[src/rtl/micro_seq_pkg.sv]
// micro_seq_pkg -- shared definitions for the micro-programmed multicycle
// controller: micro-state encodings, opcode constants, write-register select
// encodings and dispatch-table indices.
//
// Optional feature macro: MICRO_SEQ_JAL_EN (enables the JAL micro-state).
package micro_seq_pkg;

  // Micro-program counter values; the numeric values are architectural.
  typedef enum logic [3:0] {
    S_FETCH  = 4'd0,
    S_DECODE = 4'd1,
    S_MEMADR = 4'd2,
    S_MEMRD  = 4'd3,
    S_MEMWB  = 4'd4,
    S_MEMWR  = 4'd5,
    S_EXEC   = 4'd6,
    S_RWB    = 4'd7,
    S_BRANCH = 4'd8,
    S_JUMP   = 4'd9,
    S_ADDIEX = 4'd10,
    S_ADDIWB = 4'd11,
    S_JAL    = 4'd12,
    S_HALT   = 4'd13
  } state_t;

  // Instruction-register opcode field values.
  localparam logic [5:0] OP_RTYPE = 6'b000000;
  localparam logic [5:0] OP_LW    = 6'b100011;
  localparam logic [5:0] OP_SW    = 6'b101011;
  localparam logic [5:0] OP_BEQ   = 6'b000100;
  localparam logic [5:0] OP_J     = 6'b000010;
  localparam logic [5:0] OP_ADDI  = 6'b001000;
  localparam logic [5:0] OP_JAL   = 6'b000011;

  // Write-register mux select (10 is never produced).
  localparam logic [1:0] RDS_RT = 2'b00;
  localparam logic [1:0] RDS_RD = 2'b01;
  localparam logic [1:0] RDS_RA = 2'b11;

  // Dispatch-table index.
  localparam logic TBL_DECODE = 1'b0;
  localparam logic TBL_MEMADR = 1'b1;

endpackage

[src/rtl/micro_dispatch.sv]
// micro_dispatch -- combinational dispatch ROMs used by micro_seq.
//
// Ports:
//   opcode   in  [5:0]  instruction opcode field
//   tbl_sel  in         dispatch table: 0 = DECODE table, 1 = MEMADR table
//   next_upc out [3:0]  dispatched micro-program counter
//
// Macro MICRO_SEQ_JAL_EN adds the JAL entry to the DECODE table; without it
// opcode 000011 falls through to HALT like any other unknown opcode.
module micro_dispatch
  import micro_seq_pkg::*;
(
  input  logic [5:0] opcode,
  input  logic       tbl_sel,
  output logic [3:0] next_upc
);

  always_comb begin
    next_upc = S_HALT;
    if (tbl_sel == TBL_DECODE) begin
      case (opcode)
        OP_RTYPE:      next_upc = S_EXEC;
        OP_LW, OP_SW:  next_upc = S_MEMADR;
        OP_BEQ:        next_upc = S_BRANCH;
        OP_J:          next_upc = S_JUMP;
        OP_ADDI:       next_upc = S_ADDIEX;
`ifdef MICRO_SEQ_JAL_EN
        OP_JAL:        next_upc = S_JAL;
`endif
        default:       next_upc = S_HALT;
      endcase
    end else begin
      // An opcode that changed between DECODE and MEMADR is treated as illegal.
      case (opcode)
        OP_LW:   next_upc = S_MEMRD;
        OP_SW:   next_upc = S_MEMWR;
        default: next_upc = S_HALT;
      endcase
    end
  end

endmodule

[src/rtl/micro_seq.sv]
// micro_seq -- micro-programmed control sequencer for a multicycle MIPS-like
// datapath. The micro-program counter upc is the FSM state and is exported
// directly, so it doubles as the state debug view.
//
// Ports:
//   clk, rst_n        clock, asynchronous active-low reset
//   opcode [5:0]      IR opcode field, sampled in DECODE and MEMADR
//   zero              ALU zero flag (consumed externally with pc_write_cond)
//   mem_ready         memory handshake completion
//   upc [3:0]         current micro-program counter
//   reg_dst_sel [1:0] write-register select: 00 rt, 01 rd, 11 r31
//   pc_write, pc_write_cond, iord, mem_read, mem_write, ir_write,
//   mem_to_reg, reg_write, alu_src_a           1-bit datapath controls
//   alu_src_b, alu_op, pc_source [1:0]         2-bit datapath controls
//   illegal           sticky unknown-opcode flag
//
// Handshake: FETCH, MEMRD and MEMWR hold while mem_ready=0; the access
// completes in the cycle mem_ready=1, and only that cycle carries the
// ir_write / pc_write (FETCH) or mem_write (MEMWR) strobe.
//
// Macro MICRO_SEQ_JAL_EN enables the jal micro-state (upc 12).
module micro_seq
  import micro_seq_pkg::*;
(
  input  logic       clk,
  input  logic       rst_n,
  input  logic [5:0] opcode,
  input  logic       zero,
  input  logic       mem_ready,
  output logic [3:0] upc,
  output logic [1:0] reg_dst_sel,
  output logic       pc_write,
  output logic       pc_write_cond,
  output logic       iord,
  output logic       mem_read,
  output logic       mem_write,
  output logic       ir_write,
  output logic       mem_to_reg,
  output logic       reg_write,
  output logic       alu_src_a,
  output logic [1:0] alu_src_b,
  output logic [1:0] alu_op,
  output logic [1:0] pc_source,
  output logic       illegal
);

  state_t     state;
  state_t     state_next;
  logic [3:0] disp_upc;
  logic       tbl_sel;

  // Raw strobes before reset gating.
  logic pc_write_raw, pc_write_cond_raw, mem_write_raw, ir_write_raw, reg_write_raw;

  // zero only qualifies pc_write_cond in the datapath; it is not needed here.
  logic unused_zero;
  assign unused_zero = zero;

  assign tbl_sel = (state == S_MEMADR) ? TBL_MEMADR : TBL_DECODE;

  micro_dispatch u_dispatch (
    .opcode   (opcode),
    .tbl_sel  (tbl_sel),
    .next_upc (disp_upc)
  );

  always_ff @(posedge clk or negedge rst_n) begin
    if (!rst_n) begin
      state   <= S_FETCH;
      illegal <= 1'b0;
    end else begin
      state <= state_next;
      if (state_next == S_HALT) illegal <= 1'b1;
    end
  end

  always_comb begin
    state_next = S_FETCH;
    case (state)
      S_FETCH:  state_next = mem_ready ? S_DECODE : S_FETCH;
      S_DECODE: state_next = state_t'(disp_upc);
      S_MEMADR: state_next = state_t'(disp_upc);
      S_MEMRD:  state_next = mem_ready ? S_MEMWB : S_MEMRD;
      S_MEMWR:  state_next = mem_ready ? S_FETCH : S_MEMWR;
      S_EXEC:   state_next = S_RWB;
      S_ADDIEX: state_next = S_ADDIWB;
      S_HALT:   state_next = S_HALT;
      default:  state_next = S_FETCH;
    endcase
  end

  always_comb begin
    reg_dst_sel       = RDS_RT;
    pc_write_raw      = 1'b0;
    pc_write_cond_raw = 1'b0;
    iord              = 1'b0;
    mem_read          = 1'b0;
    mem_write_raw     = 1'b0;
    ir_write_raw      = 1'b0;
    mem_to_reg        = 1'b0;
    reg_write_raw     = 1'b0;
    alu_src_a         = 1'b0;
    alu_src_b         = 2'b00;
    alu_op            = 2'b00;
    pc_source         = 2'b00;
    case (state)
      S_FETCH: begin
        // PC+4 through the ALU while the instruction is read.
        mem_read     = 1'b1;
        alu_src_b    = 2'b01;
        ir_write_raw = mem_ready;
        pc_write_raw = mem_ready;
      end
      S_DECODE: begin
        // Branch target precompute: PC + (sign-extended imm << 2).
        alu_src_b = 2'b11;
      end
      S_MEMADR, S_ADDIEX: begin
        alu_src_a = 1'b1;
        alu_src_b = 2'b10;
      end
      S_MEMRD: begin
        mem_read = 1'b1;
        iord     = 1'b1;
      end
      S_MEMWB: begin
        reg_dst_sel   = RDS_RT;
        mem_to_reg    = 1'b1;
        reg_write_raw = 1'b1;
      end
      S_MEMWR: begin
        iord          = 1'b1;
        mem_write_raw = mem_ready;
      end
      S_EXEC: begin
        alu_src_a = 1'b1;
        alu_op    = 2'b10;
      end
      S_RWB: begin
        reg_dst_sel   = RDS_RD;
        reg_write_raw = 1'b1;
      end
      S_BRANCH: begin
        alu_src_a         = 1'b1;
        alu_op            = 2'b01;
        pc_source         = 2'b01;
        pc_write_cond_raw = 1'b1;
      end
      S_JUMP: begin
        pc_source    = 2'b10;
        pc_write_raw = 1'b1;
      end
      S_ADDIWB: begin
        reg_dst_sel   = RDS_RT;
        reg_write_raw = 1'b1;
      end
`ifdef MICRO_SEQ_JAL_EN
      S_JAL: begin
        // Link register r31 is written with the already-incremented PC.
        reg_dst_sel   = RDS_RA;
        reg_write_raw = 1'b1;
        pc_source     = 2'b10;
        pc_write_raw  = 1'b1;
      end
`endif
      default: begin
        // HALT and unused encodings drive no strobes.
      end
    endcase
  end

  // Reset is applied combinationally to the write strobes so nothing fires
  // while rst_n is low, even though FETCH would otherwise follow mem_ready.
  assign upc           = state;
  assign pc_write      = pc_write_raw      & rst_n;
  assign pc_write_cond = pc_write_cond_raw & rst_n;
  assign mem_write     = mem_write_raw     & rst_n;
  assign ir_write      = ir_write_raw      & rst_n;
  assign reg_write     = reg_write_raw     & rst_n;

endmodule

[config.mk]
export PLATFORM = sky130hd
export DESIGN_NAME = micro_seq
export DESIGN_NICKNAME = d
export VERILOG_FILES = /design/src/rtl/micro_seq_pkg.sv /design/src/rtl/micro_dispatch.sv /design/src/rtl/micro_seq.sv
export SDC_FILE = /design/constraint.sdc
export NUM_CORES = 1
export LEC_CHECK = 0
export CORE_MARGIN = 2
export CORE_UTILIZATION = 43
export DETAILED_ROUTE_END_ITERATION = 6
export GPL_TIMING_DRIVEN = 0
export HOLD_SLACK_MARGIN = 0.08
export PLACE_DENSITY = 0.92
export SYNTH_ARGS = -nofsm -noshare
export SYNTH_HDL_FRONTEND = slang
export SYNTH_SLANG_ARGS = --single-unit
export TNS_END_PERCENT = 1
[constraint.sdc]
create_clock -name clk -period 4.02 [get_ports clk]
set_input_delay 1.206 -clock clk [delete_from_list [all_inputs] [get_ports clk]]
set_output_delay 1.206 -clock clk [all_outputs]
set_load 0.02 [all_outputs]
### Word level (Yosys, flattened, before mapping)

Index checks and enable logic that the tools add are counted.

| operators by class | value |
|---|---|
| equal/unequal tests | 18 |
| bitwise operators | 5 |
| reduce and logical (&&, ||, !) cells | 9 |
| muxes and demuxes | 21 |

Operators with widths:

| cell | number |
|---|---|
| case mux 4 bit (7 select lines) | 1 |
| == test 4 bit, second input constant | 6 |
| case mux 4 bit (5 select lines) | 1 |
| == test 4 x 3 -> 1 bit, second input constant | 4 |
| == test 6 bit, second input constant | 2 |
| 2-to-1 mux 1 bit | 11 |
| OR reduction 2 bit | 5 |
| == test 4 x 2 -> 1 bit, second input constant | 2 |
| case mux 2 bit (2 select lines) | 2 |
| case mux 4 bit (2 select lines) | 1 |
| == test 6 x 2 -> 1 bit, second input constant | 1 |
| == test 6 x 3 -> 1 bit, second input constant | 1 |
| == test 6 x 4 -> 1 bit, second input constant | 1 |
| logical NOT 6 bit | 1 |
| 2-to-1 mux 3 bit | 2 |
| case mux 2 bit (3 select lines) | 1 |
| bitwise AND 1 bit | 5 |
| == test 4 x 1 -> 1 bit, second input constant | 1 |
| logical NOT 4 bit | 1 |
| 2-to-1 mux 4 bit | 1 |
| OR reduction 4 bit | 1 |
| OR reduction 3 bit | 1 |
| case mux 1 bit (2 select lines) | 1 |

| storage, ports and cells | value |
|---|---|
| word-level logic and storage cells | 55 |
| output and inout bits | 22 |
| input port bits | 10 |
| bits in registers | 5 |

### Logic depth before layout (Yosys ltp)

Gate-level depths: netlist (run 1).

| logic depth | value |
|---|---|
| depth after elaboration | 6 |
| mapped depth | 6 |
| mapped depth without buffers | 4 |

### Hierarchy

Synthesis (run 1) repeated with hierarchy kept, for this count alone.

| unflattened totals | value |
|---|---|
| cell total of the unflattened synthesis | 96 |
| area total of the unflattened synthesis | 747.0 um2 |

By module, submodules not included:

| module | seq. area each (um2) | cells each | times used | area an instance (um2) |
|---|---|---|---|---|
| micro_seq | 125.1 | 72 | 1 | 581.8 |
| micro_dispatch | 0.0 | 24 | 1 | 165.2 |

### Least setup slack after synthesis (run 1)

Ideal clock, no wire load.

| timing | value |
|---|---|
| kind | input-to-output |
| from | input port mem_ready |
| to | output port pc_write |
| stages on the path | 3 |
| arrival | 2.341 ns |
| path slack | 0.473 ns |
| required time | 2.814 ns |
| path buffers | 0 |
| cell sequence | nand2b_1 > nor4bb_1 > a21o_1 |

| on the way | value |
|---|---|
| longest elaborated chain between the ends | 2 |

RTL lines:

| item | line | text |
|---|---|---|
| start, declared | micro_seq.sv:29 | `input logic mem_ready,` |
| case mux 1 bit (2 select lines) | micro_seq.sv:106 | `case (state)` |
| bitwise AND 1 bit | micro_seq.sv:175 | `assign pc_write = pc_write_raw & rst_n;` |
| end, declared | micro_seq.sv:32 | `output logic pc_write,` |

Every way passes these cells.

### Final worst setup path (run 1)

Same ends and word-level chain as after synthesis.

==> flow_metrics.env, run 1 <==
export IMPL_ioPinCount=32
export IMPL_cts_post_setup_buffers_inserted=0
export IMPL_cts_clk_slew_worst_paths_ps=50
export IMPL_post_route_cell_area_mm2=0.00105
export IMPL_cts_path_max_buffers=2
export IMPL_critical_path_cell_chain="clkdlybuf4s50_1 > nand2b_1 > nor4bb_2 > a21o_1 > clkdlybuf4s15_1"
export IMPL_cap_viol_max_count=0
export IMPL_synth_seq_cells=5
export IMPL_unrepaired_setup_endpoints_after_global_routing="no"
export IMPL_layout_drive_gt1_share_pct=14.3
export IMPL_place_hpwl_um=1560
export IMPL_post_synth_edffs=0
export IMPL_preCtsSetupSlack_ps=-296
export IMPL_critical_path_cell_count=5
export IMPL_cts_root_buffer_cell="sky130_fd_sc_hd__clkbuf_4"
export IMPL_ir_drop_worst_case_vdd_v=0.000368
export IMPL_setup_tns_final_ps=0
export IMPL_viasPerCell=5.97
export IMPL_layout_worst_path_cycle_share_pct=96.4
export IMPL_final_wtd_congestion=0.865
export IMPL_placement_cell_area_mm2=0.00102
export IMPL_die_height_um=44.5
export IMPL_worst_hold_check_path_type="flop to flop"
export IMPL_clock_skew_ps=6.23
export IMPL_grt_total_usage_pct=22.8
export IMPL_status="finished clean"
export IMPL_postSynthCellCount=93
export IMPL_power_leakage_nw=0.403
export IMPL_initial_utilization_pct=46.3
export IMPL_synth_largest_area_cell="sky130_fd_sc_hd__dfrtp_1"
export IMPL_dr_pass1_iters=4
export IMPL_detail_route_wl_per_cell_um=14.3
export IMPL_finalPower_w=0.000678
export IMPL_cpLargestDelayFamily="buffers and inverters"
export IMPL_netlist_top_cells_area="sky130_fd_sc_hd__dfrtp_1 (18%), sky130_fd_sc_hd__nor2_1 (5.3%), sky130_fd_sc_hd__nor3_1 (5.0%)"
export IMPL_maximum_number_of_pins_on_one_net_before_global_route_repair=11
export IMPL_place_port_buffers=29
export IMPL_timing_critical_path_buf_inv=2
export IMPL_final_min_clock_period_ps=3870
export IMPL_grt_met1_usage_pct=31.6
export IMPL_rows=14
export IMPL_critPathLaunchType="input port"
export IMPL_worst_setup_path_type="input port to primary output"
export IMPL_final_util_pct=68.6
export IMPL_syn_area_um2=706
export IMPL_routed_wl_um=2030
export IMPL_netlist_area_leader_share_pct=17.7
export IMPL_cts_htree_levels=1
export IMPL_slew_viol_final=0
export IMPL_clk_latency_ps=250
export IMPL_worstPathMaxFanout=6
export IMPL_die_x_um=44.5
export IMPL_grt_overflow_total=0
export IMPL_yosys_cell_count_top_type="sky130_fd_sc_hd__nor2_1"
export IMPL_tritoncts_clock_tree="yes"
export IMPL_syn2layout_area_growth_pct=48.2
export IMPL_syn_area_per_cell_um2=7.59
export IMPL_antenna_cells_inserted=0
export IMPL_postSynth_topFlopCell="sky130_fd_sc_hd__dfrtp_1"
export IMPL_fin_nets=137
export IMPL_setup_viol_count_final=0
export IMPL_drt_first_iter_violations=27
export IMPL_drc_errors=0
export IMPL_final_hold_viol_count=0
export IMPL_grt_util_met3_pct=2.86
export IMPL_critical_path_slowest_cell="sky130_fd_sc_hd__clkdlybuf4s50_1"
export IMPL_worstRegToRegCells=5
export IMPL_first_pass_grt_wire_length_um=3440
export IMPL_cts_made_buffers=3
export IMPL_ys_seq_area_share_pct=17.7
export IMPL_max_stage_delay_ps=570
export IMPL_synth_cell_types=44
export IMPL_required_ps=2810
export IMPL_die_area_mm2=0.00198
export IMPL_antenna_left=0
export IMPL_placeableCoreArea_mm2=0.00152
export IMPL_whs_path_depth=2
export IMPL_postSynth_asyncResetShare_pct=100
export IMPL_top_usage_layer="met2"
export IMPL_critPathArrivalTime_ps=2670
export IMPL_grt_antenna_before_repair=0
export IMPL_setup_worst_path_end_class="primary output"
export IMPL_number_of_global_route_vias_before_repair=746
export IMPL_postSynthNetCount=103
export IMPL_yosysWarnings=0
export IMPL_grt_use_met2_pct=36.5
export IMPL_final_setup_worst_slack_ps=146
export IMPL_max_freq_mhz=258
export IMPL_power_density_cell_area_mw_per_mm2=649
export IMPL_routed_via_count=848
export IMPL_yosys_top_cells_count="sky130_fd_sc_hd__nor2_1 (10), sky130_fd_sc_hd__nor3_1 (7), sky130_fd_sc_hd__a21oi_1 (6), sky130_fd_sc_hd__dfrtp_1 (5), sky130_fd_sc_hd__nand2b_1 (5)"
export IMPL_clock_sink_count=5
## cell type report
cell class / count / area [µm²]
Clock buffer: 4 / 26.3
Inverter: 3 / 11.3
Sequential cell: 5 / 125
Multi-Input combinational cell: 77 / 503
Tap cell: 16 / 20.0
Timing Repair Buffer: 29 / 288
Buffer: 8 / 72.6
Fill cell: 129 / 478
## stage by stage
stage / cells / hold slack, ps
2_1_floorplan: 93 / 687
3_3_place_gp: 138 / 616
3_5_place_dp: 138 / 634
4_1_cts: 142 / 647
5_1_grt: 142 / 684
6_report: 142 / 642
## layer usage
metal  up-vias  part of all wire [%]
met4         0                  0.59
met5         -                     0
met3         2                   5.8
met1       392                    45
li1        410                     -
met2        44                    48
## sequential cells by signal (all words and copies together), names as in the netlist
signal   flops
upc          4
illegal      1
## report_power, final
part | internal (W) | switching [W]
clock | 0.0000378 | 0.0000254
combinational | 0.000249 | 0.000279
sequential | 0.0000686 | 0.0000190
## kinds of logic (layout without fill, tap and decap cells)
kind of cell	after synthesis	count (layout)	share of synthesized area (%)
compound gates	30	30	31.6
simple gates	43	43	34.4
mux	1	1	1.42
flops	5	5	17.7
xor+xnor	2	2	2.48
buf+inv	11	44	11.9
other cells	1	1	0.531
## worst paths after layout
kind / slack, ps / to / start
setup / recovery: 150 / pc_write / mem_ready
hold / removal: 640 / illegal$_DFFE_PN0N_ / illegal$_DFFE_PN0N_
setup reg to reg: 2450 / illegal$_DFFE_PN0N_ / upc[0]$_DFF_PN0_
hold reg to reg: 640 / illegal$_DFFE_PN0N_ / illegal$_DFFE_PN0N_
max in group asynchronous: 2720 / upc[1]$_DFF_PN0_ / rst_n
min in group asynchronous: 990 / upc[0]$_DFF_PN0_ / rst_n
## worst reg2reg max path, stage by stage, from the launching register on
cell,delay (ps)
sky130_fd_sc_hd__dfrtp_1,380
sky130_fd_sc_hd__buf_2,200
sky130_fd_sc_hd__or2b_1,300
sky130_fd_sc_hd__nor2_1,240
sky130_fd_sc_hd__a221oi_1,140
sky130_fd_sc_hd__a211oi_1,210
## repair_timing
| action | 4_1_cts | 5_1_grt |
|---|---|---|
| hold buffers | 0 | 0 |
| setup endpoints to repair | 2 | 1 |
| pin swaps | 0 | 1 |
| hold endpoints to repair | 0 | 0 |
| resized for setup | 4 | 1 |
## layout by cell type, fill, tap and decap left out, drive strengths merged, types with 3 or more instances in the layout
master          n
a21oi           6
nor2           11
nor3            7
nand2b          5
buf             7
a211oi          4
dfrtp           5
o21ai           5
inv             3
clkbuf          5
clkdlybuf4s50  26
nand3           4
nand2           3
(Power assumes the default switching activity.)
==> run 2, diff against run 1 <==
Settings changed: CORE_MARGIN 2 to 10.
==> run 2 against run 1 <==
Sequential share of layout area stayed put; final cell count is the same; power grew 1.2%; critical endpoint unchanged; largest cell class unchanged; largest power group unchanged; highest routed layer unchanged.
==> flow_metrics.env, run 2 (synthesis results as in run 1) <==
export IMPL_layout_drive_gt1_share_pct=14.3
export IMPL_clk_latency_ps=250
export IMPL_grt_antenna_before_repair=0
export IMPL_antenna_left=0
export IMPL_layout_worst_path_cycle_share_pct=97.4
export IMPL_final_wtd_congestion=0.898
export IMPL_final_common_cell="sky130_fd_sc_hd__clkdlybuf4s50_1"
export IMPL_clock_skew_ps=11.4
export IMPL_preCtsSetupSlack_ps=-287
export IMPL_viasPerCell=6.26
export IMPL_grt_total_usage_pct=12.6
export IMPL_drt_first_iter_violations=40
export IMPL_cts_root_buffer_cell="sky130_fd_sc_hd__clkbuf_4"
export IMPL_worstPathMaxFanout=6
export IMPL_first_pass_grt_wire_length_um=3710
export IMPL_top_metal_used="met4"
export IMPL_power_density_cell_area_mw_per_mm2=656
export IMPL_clock_sink_count=5
export IMPL_tritoncts_clock_tree="yes"
export IMPL_grt_overflow_total=0
export IMPL_setup_viol_count_final=0
export IMPL_rows=14
export IMPL_place_hpwl_um=1830
export IMPL_fill_cells=135
export IMPL_final_min_clock_period_ps=3910
export IMPL_detail_route_wl_per_cell_um=16.5
export IMPL_power_leakage_nw=0.403
export IMPL_drc_errors=0
export IMPL_ioPinCount=32
export IMPL_final_hold_viol_count=0
export IMPL_cts_post_setup_buffers_inserted=0
export IMPL_place_port_buffers=29
export IMPL_met2_wirelength_um=1150
export IMPL_cts_clk_slew_worst_paths_ps=50
export IMPL_met3_wirelength_from_detailed_routing_um=275
export IMPL_final_setup_worst_slack_ps=105
export IMPL_setup_tns_final_ps=0
export IMPL_routed_wl_um=2340
export IMPL_wirelength_met1_um=833
export IMPL_worst_setup_path_type="input port to primary output"
export IMPL_number_of_global_route_vias_before_repair=828
export IMPL_placeableCoreArea_mm2=0.00152
export IMPL_antenna_cells_inserted=0
export IMPL_placement_cell_area_mm2=0.00102
export IMPL_setup_worst_path_end_class="primary output"
export IMPL_required_ps=2810
export IMPL_initial_utilization_pct=46.3
export IMPL_maximum_number_of_pins_on_one_net_before_global_route_repair=11
export IMPL_critPathLaunchType="input port"
export IMPL_unrepaired_setup_endpoints_after_global_routing="no"
export IMPL_die_area_mm2=0.00366
export IMPL_critPathArrivalTime_ps=2710
export IMPL_ir_drop_worst_case_vdd_v=0.000388
export IMPL_cts_made_buffers=3
export IMPL_die_height_um=60.5
export IMPL_syn2layout_area_growth_pct=48.2
export IMPL_largest_register_ff_count=4
export IMPL_finalHoldWorstSlack_ps=706
export IMPL_cap_viol_max_count=0
export IMPL_status="finished clean"
export IMPL_fin_nets=137
export IMPL_slew_viol_final=0
export IMPL_die_x_um=60.5
export IMPL_layout_common_cells="sky130_fd_sc_hd__clkdlybuf4s50_1 (26), sky130_fd_sc_hd__nor2_1 (10), sky130_fd_sc_hd__nor3_1 (7)"
export IMPL_max_freq_mhz=255
export IMPL_cts_htree_levels=1
export IMPL_post_route_cell_area_mm2=0.00105
export IMPL_dr_pass1_iters=4
export IMPL_routed_via_count=889
export IMPL_cts_path_max_buffers=2
export IMPL_worst_hold_check_path_type="flop to flop"
==> run 2: cell counts in the layout (fill, tap and decap cells not counted) <==
No cell type changed its count.
==> run 2: timing repair <==
item / CTS / global route
resized for setup: 4 / 1
cloned: 0 / 0
hold buffers: 0 / 0
pin swaps: 0 / 1
endpoints found under the setup margin: 2 / 1
==> run 2: worst paths after layout <==
path,start,to,slack [ps],cells past startpoint
worst max-delay path,mem_ready,pc_write,110,5
worst max register to register,upc[0]$_DFF_PN0_,illegal$_DFFE_PN0N_,2390,5
worst min-delay path,illegal$_DFFE_PN0N_,illegal$_DFFE_PN0N_,710,2
max in group asynchronous,rst_n,upc[2]$_DFF_PN0_,2760,1
min in group asynchronous,rst_n,upc[3]$_DFF_PN0_,970,1
worst min register to register,illegal$_DFFE_PN0N_,illegal$_DFFE_PN0N_,710,2
==> run 2: cell type report <==
type	instances	area [µm²]	area share, %
inverter	3	11.3	1.08
buffer	8	72.6	6.94
timing repair buffer	29	288	27.5
multi-input combinational	77	503	48.1
sequential	5	125	12.0
clock buffer	4	26.3	2.51
tap	16	20.0	1.91
==> run 2: per-stage QoR <==
step                total power (W)  cells  utilization (%)
finish                     0.000686    142             68.6
global route               0.000731    142             68.6
CTS                        0.000683    142             68.6
detailed placement         0.000620    138             66.7
global placement           0.000606    138             66.7
floorplan                  0.000421     93                -
==> run 2: worst max-delay path, stage by stage <==
cell                              delay [ps]
sky130_fd_sc_hd__clkdlybuf4s50_1         580
sky130_fd_sc_hd__nand2b_1                160
sky130_fd_sc_hd__nor4bb_2                330
sky130_fd_sc_hd__a21o_1                  120
sky130_fd_sc_hd__clkdlybuf4s15_1         300
==> run 2: layer usage <==
metal	vias to the layer above	global-route usage, %
met5	-	0
met4	0	5.33
met3	12	4.59
met2	62	20.6
met1	404	14.6
li1	411	-
==> run 2: where the power goes <==
group / switching [W] / internal (W) / leakage, nW
Combinational: 0.000285 / 0.000248 / 0.322
Clock: 0.0000252 / 0.0000378 / 0.0150
Sequential: 0.0000209 / 0.0000687 / 0.0655
Total: 0.000332 / 0.000355 / 0.403
